$ cat src/rtl/fsm_pulse_counter.sv
// Counts advance events through STATE_NUM states, firing a one-cycle pulse on wrap to Idle.
// Optional inactivity timeout back to Idle is built only when FSM_TIMEOUT_EN is defined.
module fsm_pulse_counter #(
  parameter int STATE_NUM = 5,
  parameter int MODE      = 0,
  parameter int TIMEOUT   = 16,
  localparam int CNT_W    = (STATE_NUM > 2) ? $clog2(STATE_NUM) : 1
) (
  input  logic             Clk,
  input  logic             rst,
  input  logic             FSM_en,
  input  logic             FSM_clr,
  input  logic             FSM_in,
  output logic             FSM_out,
  output logic [CNT_W-1:0] FSM_state,
  output logic             FSM_busy,
  output logic             FSM_timeout
);

  localparam logic [CNT_W-1:0] S_IDLE = '0;
  localparam logic [CNT_W-1:0] S_LAST = CNT_W'(STATE_NUM - 1);

  if (STATE_NUM < 2 || STATE_NUM > 256) begin : g_bad_state_num
    $error("fsm_pulse_counter: STATE_NUM out of range 2..256");
  end
  if (TIMEOUT < 1 || TIMEOUT > 65535) begin : g_bad_timeout
    $error("fsm_pulse_counter: TIMEOUT out of range 1..65535");
  end

  logic [CNT_W-1:0] state;
  logic             out_q;
  logic             in_d;
  logic             adv;

  // Edge mode qualifies with the previous input sample so a held level advances once.
  assign adv = (MODE == 1) ? (FSM_en & FSM_in & ~in_d) : (FSM_en & FSM_in);

`ifdef FSM_TIMEOUT_EN
  logic [15:0] cnt;
  logic        to_q;
  logic        to_hit;

  assign to_hit = (state != S_IDLE) && (cnt == 16'(TIMEOUT - 1));

  always_ff @(posedge Clk or posedge rst) begin
    if (rst) begin
      cnt  <= '0;
      to_q <= 1'b0;
    end else begin
      to_q <= 1'b0;
      if (FSM_clr || adv || state == S_IDLE) begin
        cnt <= '0;
      end else if (to_hit) begin
        cnt  <= '0;
        to_q <= 1'b1;
      end else begin
        cnt <= cnt + 16'd1;
      end
    end
  end

  assign FSM_timeout = to_q;
`else
  assign FSM_timeout = 1'b0;
`endif

  always_ff @(posedge Clk or posedge rst) begin
    if (rst) begin
      state <= S_IDLE;
      out_q <= 1'b0;
      in_d  <= 1'b0;
    end else begin
      in_d  <= FSM_in;
      out_q <= 1'b0;
      if (FSM_clr) begin
        state <= S_IDLE;
      end else if (adv) begin
        if (state == S_LAST) begin
          state <= S_IDLE;
          out_q <= 1'b1;
        end else begin
          state <= state + CNT_W'(1);
        end
      end
`ifdef FSM_TIMEOUT_EN
      else if (to_hit) begin
        state <= S_IDLE;
      end
`endif
    end
  end

  assign FSM_state = state;
  assign FSM_out   = out_q;
  assign FSM_busy  = (state != S_IDLE);

endmodule

$ cat config.mk
export PLATFORM = sky130hd
export DESIGN_NAME = fsm_pulse_counter
export DESIGN_NICKNAME = d
export VERILOG_FILES = /design/src/rtl/fsm_pulse_counter.sv
export SDC_FILE = /design/constraint.sdc
export NUM_CORES = 1
export LEC_CHECK = 0
export CAP_MARGIN = 40
export CORE_AREA = 4 4 41 43
export DETAILED_ROUTE_END_ITERATION = 8
export DIE_AREA = 0 0 45 47
export PLACE_DENSITY = 0.49
export SLEW_MARGIN = 15
export SYNTH_ARGS = -nofsm -noshare
export SYNTH_HDL_FRONTEND = slang
export SYNTH_SLANG_ARGS = --single-unit
$ cat constraint.sdc
create_clock -name Clk -period 3.51 [get_ports Clk]
set_clock_uncertainty 0.2 [all_clocks]
set_input_delay 0.5265 -clock Clk [delete_from_list [all_inputs] [get_ports Clk]]
set_output_delay 0.5265 -clock Clk [all_outputs]
set_load 0.1 [all_outputs]
==> results of run 1 <==
through the flow:
step	setup WS (ps)	cells	power [uW]	hold WS, ps
finish	1420	54	153	275
CTS	1400	54	156	275
detailed placement	1650	51	97.4	413
global route	1350	54	162	305
global placement	1260	47	92.9	390
floorplan	752	24	81.4	92.6
per-layer routing:
metal / track usage / part of all wire / vias to the layer above
met4: 0.0877 / 0.049 / 0
met3: 0.0307 / 0.099 / 4
li1: - / - / 113
met5: 0 / 0 / -
met1: 0.0573 / 0.39 / 103
met2: 0.119 / 0.46 / 13
state kept, by name, indices dropped and copies added, names as in the netlist:
| signal | count |
|---|---|
| FSM_state | 3 |
| FSM_out | 1 |
worst max-delay path: stages (launching register included):
cell	delay, ps
dfrtp_1	390
clkdlybuf4s50_1	530
buf_8	200
area by class of cell:
cell class / count / area [sq um] / area share
tap: 15 / 18.8 / 0.0430
timing repair buffer: 13 / 148 / 0.338
sequential: 4 / 100 / 0.229
multi-input combinational: 16 / 136 / 0.312
clock buffer: 3 / 22.5 / 0.0516
inverter: 3 / 11.3 / 0.0258
logic make-up (layout without fill, tap and decap cells):
group,after synthesis,count (layout)
adder cells (fa/ha/maj),2,2
buffers and inverters,4,19
other,1,1
AO/OA/AOI/OAI,4,4
flip-flops,4,4
AND/OR/NAND/NOR,9,9
report_power, final:
group / switching, uW / internal [uW] / total, uW
Sequential: 1.31 / 47.7 / 49.0
Clock: 18.1 / 38.2 / 56.3
Combinational: 31.6 / 15.7 / 47.3
placed cells by master (no fill, tap or decap), types with 2 or more instances in the layout:
cell type        n
clkdlybuf4s50_1  8
dfrtp_1          4
buf_8            4
inv_1            3
clkbuf_4         3
nand2b_1         2
ha_1             2
worst max-delay path by stage:
| stage | end | startpoint | cells past startpoint | slack [ps] |
|---|---|---|---|---|
| 6_report | FSM_state[0] | FSM_state[0]$_DFFE_PP0P_ | 2 | 1420 |
| 5_1_grt | FSM_state[0] | FSM_state[0]$_DFFE_PP0P_ | 2 | 1350 |
| 4_1_cts | FSM_state[0] | FSM_state[0]$_DFFE_PP0P_ | 2 | 1400 |
| 3_5_place_dp | FSM_state[0] | FSM_state[0]$_DFFE_PP0P_ | 2 | 1650 |
| 3_3_place_gp | FSM_state[0] | FSM_state[0]$_DFFE_PP0P_ | 1 | 1260 |
| 2_1_floorplan | FSM_busy | FSM_state[1]$_DFFE_PP0P_ | 3 | 750 |
==> impl_metrics.json, run 1 <==
{
  "syn_inst": 24,
  "numCtsBuffers": 3,
  "via_per_inst": 4.31,
  "fmax_ghz": 0.479,
  "clock-sinks": 4,
  "finalSetupViolCount": 0,
  "clk-insertion-delay-late_ps": 230,
  "synth_top_area_cell": "dfrtp_1",
  "detail_route.iter0.violations": 2,
  "ys_ff_latch": 4,
  "post_cts_buffers": 0,
  "fp.dieW_um": 45,
  "r2r_start": "FSM_state[0]$_DFFE_PP0P_",
  "grt_pass1_wl_um": 986,
  "ctsResizeCount": 0,
  "fill_cells": 139,
  "cp.required_ps": 2780,
  "worstPathArrival_ps": 1360,
  "synth_top_area_frac": 0.392,
  "detail_route.wl_per_cell_um": 10.3,
  "final_area_sq_um": 437,
  "layout.nets": 48,
  "power.leakage_uw": 0.000197,
  "cap_violations": 0,
  "drc": 0,
  "area_delta_synth_final_pct": 71.1,
  "yosys_warnings": 0,
  "antenna_left": 0,
  "cts_tree": "done",
  "fin_crit_sh": 0.594,
  "synth_cell_types": 17,
  "vias": 233,
  "gp_congestion": 0.644,
  "die_height_um": 47,
  "p_per_area_nw_per_um2": 349,
  "core_area_sq_um": 1300,
  "die-area_sq_um": 2120,
  "synth.area.top_cells": "dfrtp_1 39%, ha_1 9.8%, o32ai_2 6.4%",
  "htreeDepth": 1,
  "cp_max_fo": 5,
  "hold_viol": 0,
  "yosys.area_share.simple": 0.265,
  "hp-class": "in2async",
  "grt_overflow": 0,
  "ys_seq_area_frac": 0.392,
  "fp-row-count": 13,
  "tns_ps": 0,
  "initial_core_util": 0.196,
  "ys_top_cells_by_count": "4 x dfrtp_1, 3 x inv_1, 2 x ha_1, 2 x nand2b_1",
  "synth_xor_area_frac": 0,
  "synth.most_common_cell": "dfrtp_1",
  "synthArstFlopShare": 1.00,
  "cts-root-buf": "clkbuf_4",
  "rsz0062_at_grt": "no",
  "synthFlopType": "dfrtp_1",
  "io_buffers": 9,
  "synth_edf_count": 0,
  "hpwl_um": 487,
  "crit_path_end_kind": "output pin",
  "io-pin-count": 11,
  "r2r-end": "FSM_out$_DFF_PP0_",
  "syn_area_sq_um": 255,
  "reg2reg_depth": 4,
  "grt_usage": 0.0713,
  "cp-start-kind": "flop",
  "outcome": "completed",
  "clk_pin_slew_ps": 40,
  "layout-drive-gt1-share": 0.282,
  "synth.area.mux_share": 0,
  "diodes": 0,
  "clk_path_buf_depth": 2,
  "slew_viol_final": 0,
  "grt_pass1_vias": 240,
  "drt-total-wl_um": 554,
  "vdd_drop_max_uv": 75.6,
  "avgSynthCellArea_sq_um": 10.6,
  "grt_antenna_before_repair": 0,
  "synthAdderAreaFrac": 0.0980,
  "synth_nets": 31,
  "min_period_ps": 2090,
  "r2r_slack_ps": 2140,
  "synth_top_family_by_area": "simple AND/OR/NAND/NOR gates",
  "worstSetupPathType": "reg2out",
  "drtPass1Iterations": 4,
  "utilization": 0.336,
  "place_area_sq_um": 414,
  "hold_buffers": 0,
  "synth_compound_gate_area_share": 0.157,
  "grt_max_degree": 8
}
Power figures use the tool's default switching activity.
==> run 2: changes to the inputs <==
- clock period: 3.51 -> 1.95 ns (I/O delays scaled with it)
==> run 2 against run 1 <==
Via count shrank 4.7%; largest cell class unchanged; sequential power grew 83%; hold slack lost 240 ps.
==> impl_metrics.json, run 2 (synthesized netlist as in run 1, its figures left out) <==
{
  "outcome": "completed",
  "finalSetupViolCount": 0,
  "clock-sinks": 4,
  "p_per_area_nw_per_um2": 672,
  "grt_usage": 0.0674,
  "fp-row-count": 13,
  "power.leakage_uw": 0.000187,
  "cp.required_ps": 1460,
  "hold_viol": 0,
  "place_area_sq_um": 413,
  "initial_core_util": 0.196,
  "area_delta_synth_final_pct": 72.1,
  "worstPathArrival_ps": 1260,
  "drtPass1Iterations": 3,
  "layout.nets": 44,
  "fin_crit_sh": 0.900,
  "die_height_um": 47,
  "via_per_inst": 4.35,
  "tns_ps": 0,
  "layout_common_cells": "5 x buf_12, 4 x clkdlybuf4s50_1, 3 x dfrtp_2, 3 x inv_1, 3 x clkbuf_4",
  "fmax_ghz": 0.570,
  "hold_buffers": 0,
  "grt_max_degree": 8,
  "clk_pin_slew_ps": 40,
  "io-pin-count": 11,
  "cp_max_fo": 3,
  "worstSetupPathType": "reg2out",
  "final_common_cell": "buf_12",
  "r2r_slack_ps": 510,
  "core_area_sq_um": 1300,
  "numCtsBuffers": 3,
  "grt_overflow": 0,
  "grt_pass1_vias": 233,
  "crit_path_end_kind": "output pin",
  "htreeDepth": 1,
  "reg2reg_depth": 4,
  "detail_route.iter0.violations": 1,
  "diodes": 0,
  "vdd_drop_max_uv": 258,
  "drc": 0,
  "min_period_ps": 1760,
  "antenna_left": 0,
  "largest_reg_flops": 3,
  "cts_tree": "done",
  "vias": 222,
  "post_cts_buffers": 0,
  "r2r-end": "FSM_state[2]$_DFFE_PP0P_",
  "slew_viol_final": 0,
  "drt-total-wl_um": 577,
  "cp-start-kind": "flop",
  "final_area_sq_um": 439,
  "clk_path_buf_depth": 2,
  "io_buffers": 9,
  "rsz0062_at_grt": "no",
  "cts-root-buf": "clkbuf_4",
  "fp.dieW_um": 45,
  "grt_antenna_before_repair": 0,
  "cap_violations": 0,
  "die-area_sq_um": 2120,
  "ctsResizeCount": 0,
  "layout-drive-gt1-share": 0.417,
  "grt_pass1_wl_um": 917,
  "gp_congestion": 0.723,
  "detail_route.wl_per_cell_um": 11.3,
  "clk-insertion-delay-late_ps": 240,
  "r2r_start": "FSM_state[1]$_DFFE_PP0P_",
  "hp-class": "in2async",
  "hpwl_um": 450
}
## run 2: changes by cell type in the layout (fill, tap and decap cells not counted), sizes merged
cell	delta
clkdlybuf4s50	-4
clkbuf	+1
## run 2: through the flow
| step | hold WS [ps] | instances | power (uW) | utilization | setup slack (ps) |
|---|---|---|---|---|---|
| 2_1_floorplan | -142 | 24 | 148 | - | 27.1 |
| 3_3_place_gp | 288 | 47 | 181 | 0.317 | 435 |
| 3_5_place_dp | 287 | 47 | 182 | 0.317 | 414 |
| 4_1_cts | 33.9 | 51 | 302 | 0.338 | 169 |
| 5_1_grt | 53.6 | 51 | 308 | 0.338 | 127 |
| 6_report | 31.3 | 51 | 295 | 0.338 | 194 |
## run 2: area by class of cell
class	count	area, sq um
clock buffer	4	26.3
fill	144	862
inverter	3	11.3
multi-input combinational	16	139
sequential	4	104
tap	15	18.8
timing repair buffer	9	140
## run 2: how the worst max path moves through the flow
| stage | startpoint | to | slack (ps) | depth (start not counted) |
|---|---|---|---|---|
| floorplan | FSM_state[1]$_DFFE_PP0P_ | FSM_busy | 30 | 3 |
| global placement | FSM_clr | FSM_state[2]$_DFFE_PP0P_ | 430 | 3 |
| detailed placement | FSM_clr | FSM_state[2]$_DFFE_PP0P_ | 410 | 3 |
| CTS | FSM_state[1]$_DFFE_PP0P_ | FSM_busy | 170 | 4 |
| global route | FSM_state[1]$_DFFE_PP0P_ | FSM_busy | 130 | 4 |
| finish | FSM_state[1]$_DFFE_PP0P_ | FSM_busy | 190 | 4 |
## run 2: power by group
group	internal, uW	switching, uW
clock network	77.0	37.0
logic	33.4	57.9
registers	86.1	3.80
total	196	98.7
## run 2: routing by layer
| metal | track usage | vias up | part of all wire | routed length [um] |
|---|---|---|---|---|
| met5 | 0 | - | 0 | 0 |
| met4 | 0.0877 | 0 | 0 | 0 |
| met3 | 0.0268 | 0 | 0.11 | 64 |
| met2 | 0.0960 | 10 | 0.49 | 284 |
| met1 | 0.0667 | 104 | 0.40 | 228 |
| li1 | - | 108 | - | - |
## run 2: critical path: stages, from the launching register on
cell and delay [ps]:
dfrtp_2 430, inv_1 110, ha_1 220, nand2b_2 90, buf_12 170
==> run 3: changes to the inputs <==
- ABC_AREA: unset -> 1
- CELL_PAD_IN_SITES_DETAIL_PLACEMENT: unset -> 0
- CELL_PAD_IN_SITES_GLOBAL_PLACEMENT: unset -> 1
- PLACE_DENSITY: 0.49 -> 0.61
==> run 3 against run 2 <==
Sequential share of layout area increased by 0.34 points; cell count increased by 16%; first-iteration DRC count increased to 9.0 times the previous value; register-to-register slack improved by 130 ps; core utilization decreased by 0.48 points; global-route usage decreased by 0.96 points; worst setup slack improved by 51 ps; critical path type unchanged; routed wire length decreased by 11%; largest power group is now combinational logic.
==> impl_metrics.json, run 3 <==
{
  "outcome": "completed",
  "synth_nets": 39,
  "grt_max_degree": 5,
  "initial_core_util": 0.191,
  "grt_pass1_vias": 211,
  "drtPass1Iterations": 4,
  "ctsResizeCount": 0,
  "grt_antenna_before_repair": 0,
  "finalPower_uw": 373,
  "worstSetupPathType": "reg2out",
  "synth_top_area_frac": 0.402,
  "fin_crit_sh": 0.874,
  "min_period_ps": 1710,
  "antenna_left": 0,
  "largest_reg_flops": 3,
  "instances_no_fill": 59,
  "area_delta_synth_final_pct": 73.9,
  "vdd_drop_max_uv": 395,
  "syn_inst": 32,
  "fmax_ghz": 0.586,
  "p_per_area_nw_per_um2": 862,
  "power.leakage_uw": 0.000217,
  "via_per_inst": 3.95,
  "layout-drive-gt1-share": 0.386,
  "avgSynthCellArea_sq_um": 7.78,
  "clk-insertion-delay-late_ps": 250,
  "gp_congestion": 0.774,
  "grt_pass1_wl_um": 821,
  "cts-root-buf": "clkbuf_4",
  "cp-start-kind": "flop",
  "post_cts_buffers": 0,
  "synth_top_area_cell": "dfrtp_1",
  "diodes": 0,
  "final.setup.worst_slack_ps": 245,
  "dp_slack_ps": 488,
  "synth.area.top_cells": "dfrtp_1 40%, nand2_1 11%, ha_1 10%",
  "core_area_sq_um": 1300,
  "drt-total-wl_um": 512,
  "cp_max_fo": 4,
  "rsz0062_at_grt": "no",
  "yosys_warnings": 0,
  "hp-class": "in2async",
  "cp_top_family": "flip-flops",
  "synth.most_common_cell": "nand2_1",
  "numPlacedInstances": 55,
  "crit_buf_inv": 2,
  "htreeDepth": 1,
  "ys_ff_latch": 4,
  "io_buffers": 9,
  "hold_buffers": 0,
  "tns_ps": 0,
  "crit_path_end_kind": "output pin",
  "drc": 0,
  "synthArstFlopShare": 1.00,
  "clk_pin_slew_ps": 50,
  "detail_route.wl_per_cell_um": 8.68,
  "detail_route.iter0.violations": 9,
  "ys_top_cells_by_count": "7 x nand2_1, 6 x inv_1, 4 x dfrtp_1",
  "synth_cell_types": 14,
  "fp-row-count": 13,
  "slew_viol_final": 0,
  "layout.nets": 52,
  "grt_overflow": 0,
  "clk_path_buf_depth": 2,
  "worstPathCellList": "inv_1 -> ha_1 -> nand2_2 -> buf_12",
  "hold_viol": 0,
  "synth_edf_count": 0,
  "synthFlopType": "dfrtp_1",
  "crit_path_max_incr_delay_ps": 400,
  "worstPathArrival_ps": 1210,
  "layout_common_cells": "6 x inv_1, 6 x nand2_1, 5 x buf_12",
  "cts_tree": "done",
  "syn_area_sq_um": 249,
  "cap_violations": 0,
  "hpwl_um": 428,
  "critPathSlowestCell": "dfrtp_2",
  "fill_cells": 142,
  "ys_seq_area_frac": 0.402,
  "finalSetupViolCount": 0,
  "numCtsBuffers": 3,
  "vias": 233,
  "clock-sinks": 4,
  "cp.required_ps": 1460,
  "die_height_um": 47,
  "fp.dieW_um": 45,
  "die-area_sq_um": 2120,
  "grt_usage": 0.0578,
  "io-pin-count": 11
}
[run 3: cell types whose count changed after synthesis, moves of 2 or more]
cell	change
nand3_1	+2
nand2_2	+3
nand2_1	+7
nand2b_1	-2
inv_1	+3
[run 3: cells by family (layout without fill, tap and decap cells)]
group	count (synthesis)	count (layout)	share of synthesized area
compound gates	2	2	0.0452
fa+ha+maj	2	2	0.100
buf+inv	8	20	0.136
flops	4	4	0.402
other cells	1	1	0.0151
simple gates	15	15	0.301
[run 3: power breakdown]
part | internal, uW | total [uW] | switching [uW]
Sequential | 89.1 | 96.9 | 7.75
Clock | 77.3 | 120 | 43.0
Combinational | 53.6 | 156 | 102
[run 3: cell type report]
class / instances / area (sq um) / area share
well taps: 15 / 18.8 / 0.0434
multi-input cells: 20 / 118 / 0.272
clock buffers: 4 / 26.3 / 0.0607
inverters: 7 / 26.3 / 0.0607
flip-flops and latches: 4 / 104 / 0.240
repair buffers: 9 / 140 / 0.324
[run 3: path summary, 6_finish.rpt]
kind | from | end | slack, ps | depth (start not counted)
max in group asynchronous | rst | FSM_state[0]$_DFFE_PP0P_ | 1340 | 2
hold reg to reg | FSM_state[0]$_DFFE_PP0P_ | FSM_state[0]$_DFFE_PP0P_ | 430 | 2
setup reg to reg | FSM_state[0]$_DFFE_PP0P_ | FSM_state[2]$_DFFE_PP0P_ | 640 | 7
min in group Clk | FSM_state[0]$_DFFE_PP0P_ | FSM_state[0]$_DFFE_PP0P_ | 430 | 2
setup / recovery | FSM_state[0]$_DFFE_PP0P_ | FSM_busy | 240 | 4
hold / removal | rst | FSM_state[2]$_DFFE_PP0P_ | 20 | 2
[run 3: layer usage]
metal,routed length (um),global-route usage,part of all wire
met5,0,0,0
met3,55,0.0345,0.11
met2,246,0.0876,0.48
met1,204,0.0618,0.40
met4,6,0.0351,0.012
[run 3: through the flow]
step / hold WS, ps / util / cell area, sq um
after floorplan: -142 / - / 255
after global placement: 291 / 0.313 / 407
after detailed placement: 295 / 0.313 / 407
after CTS: 30.3 / 0.333 / 433
after global routing: 68.2 / 0.333 / 433
final: 22.9 / 0.333 / 433
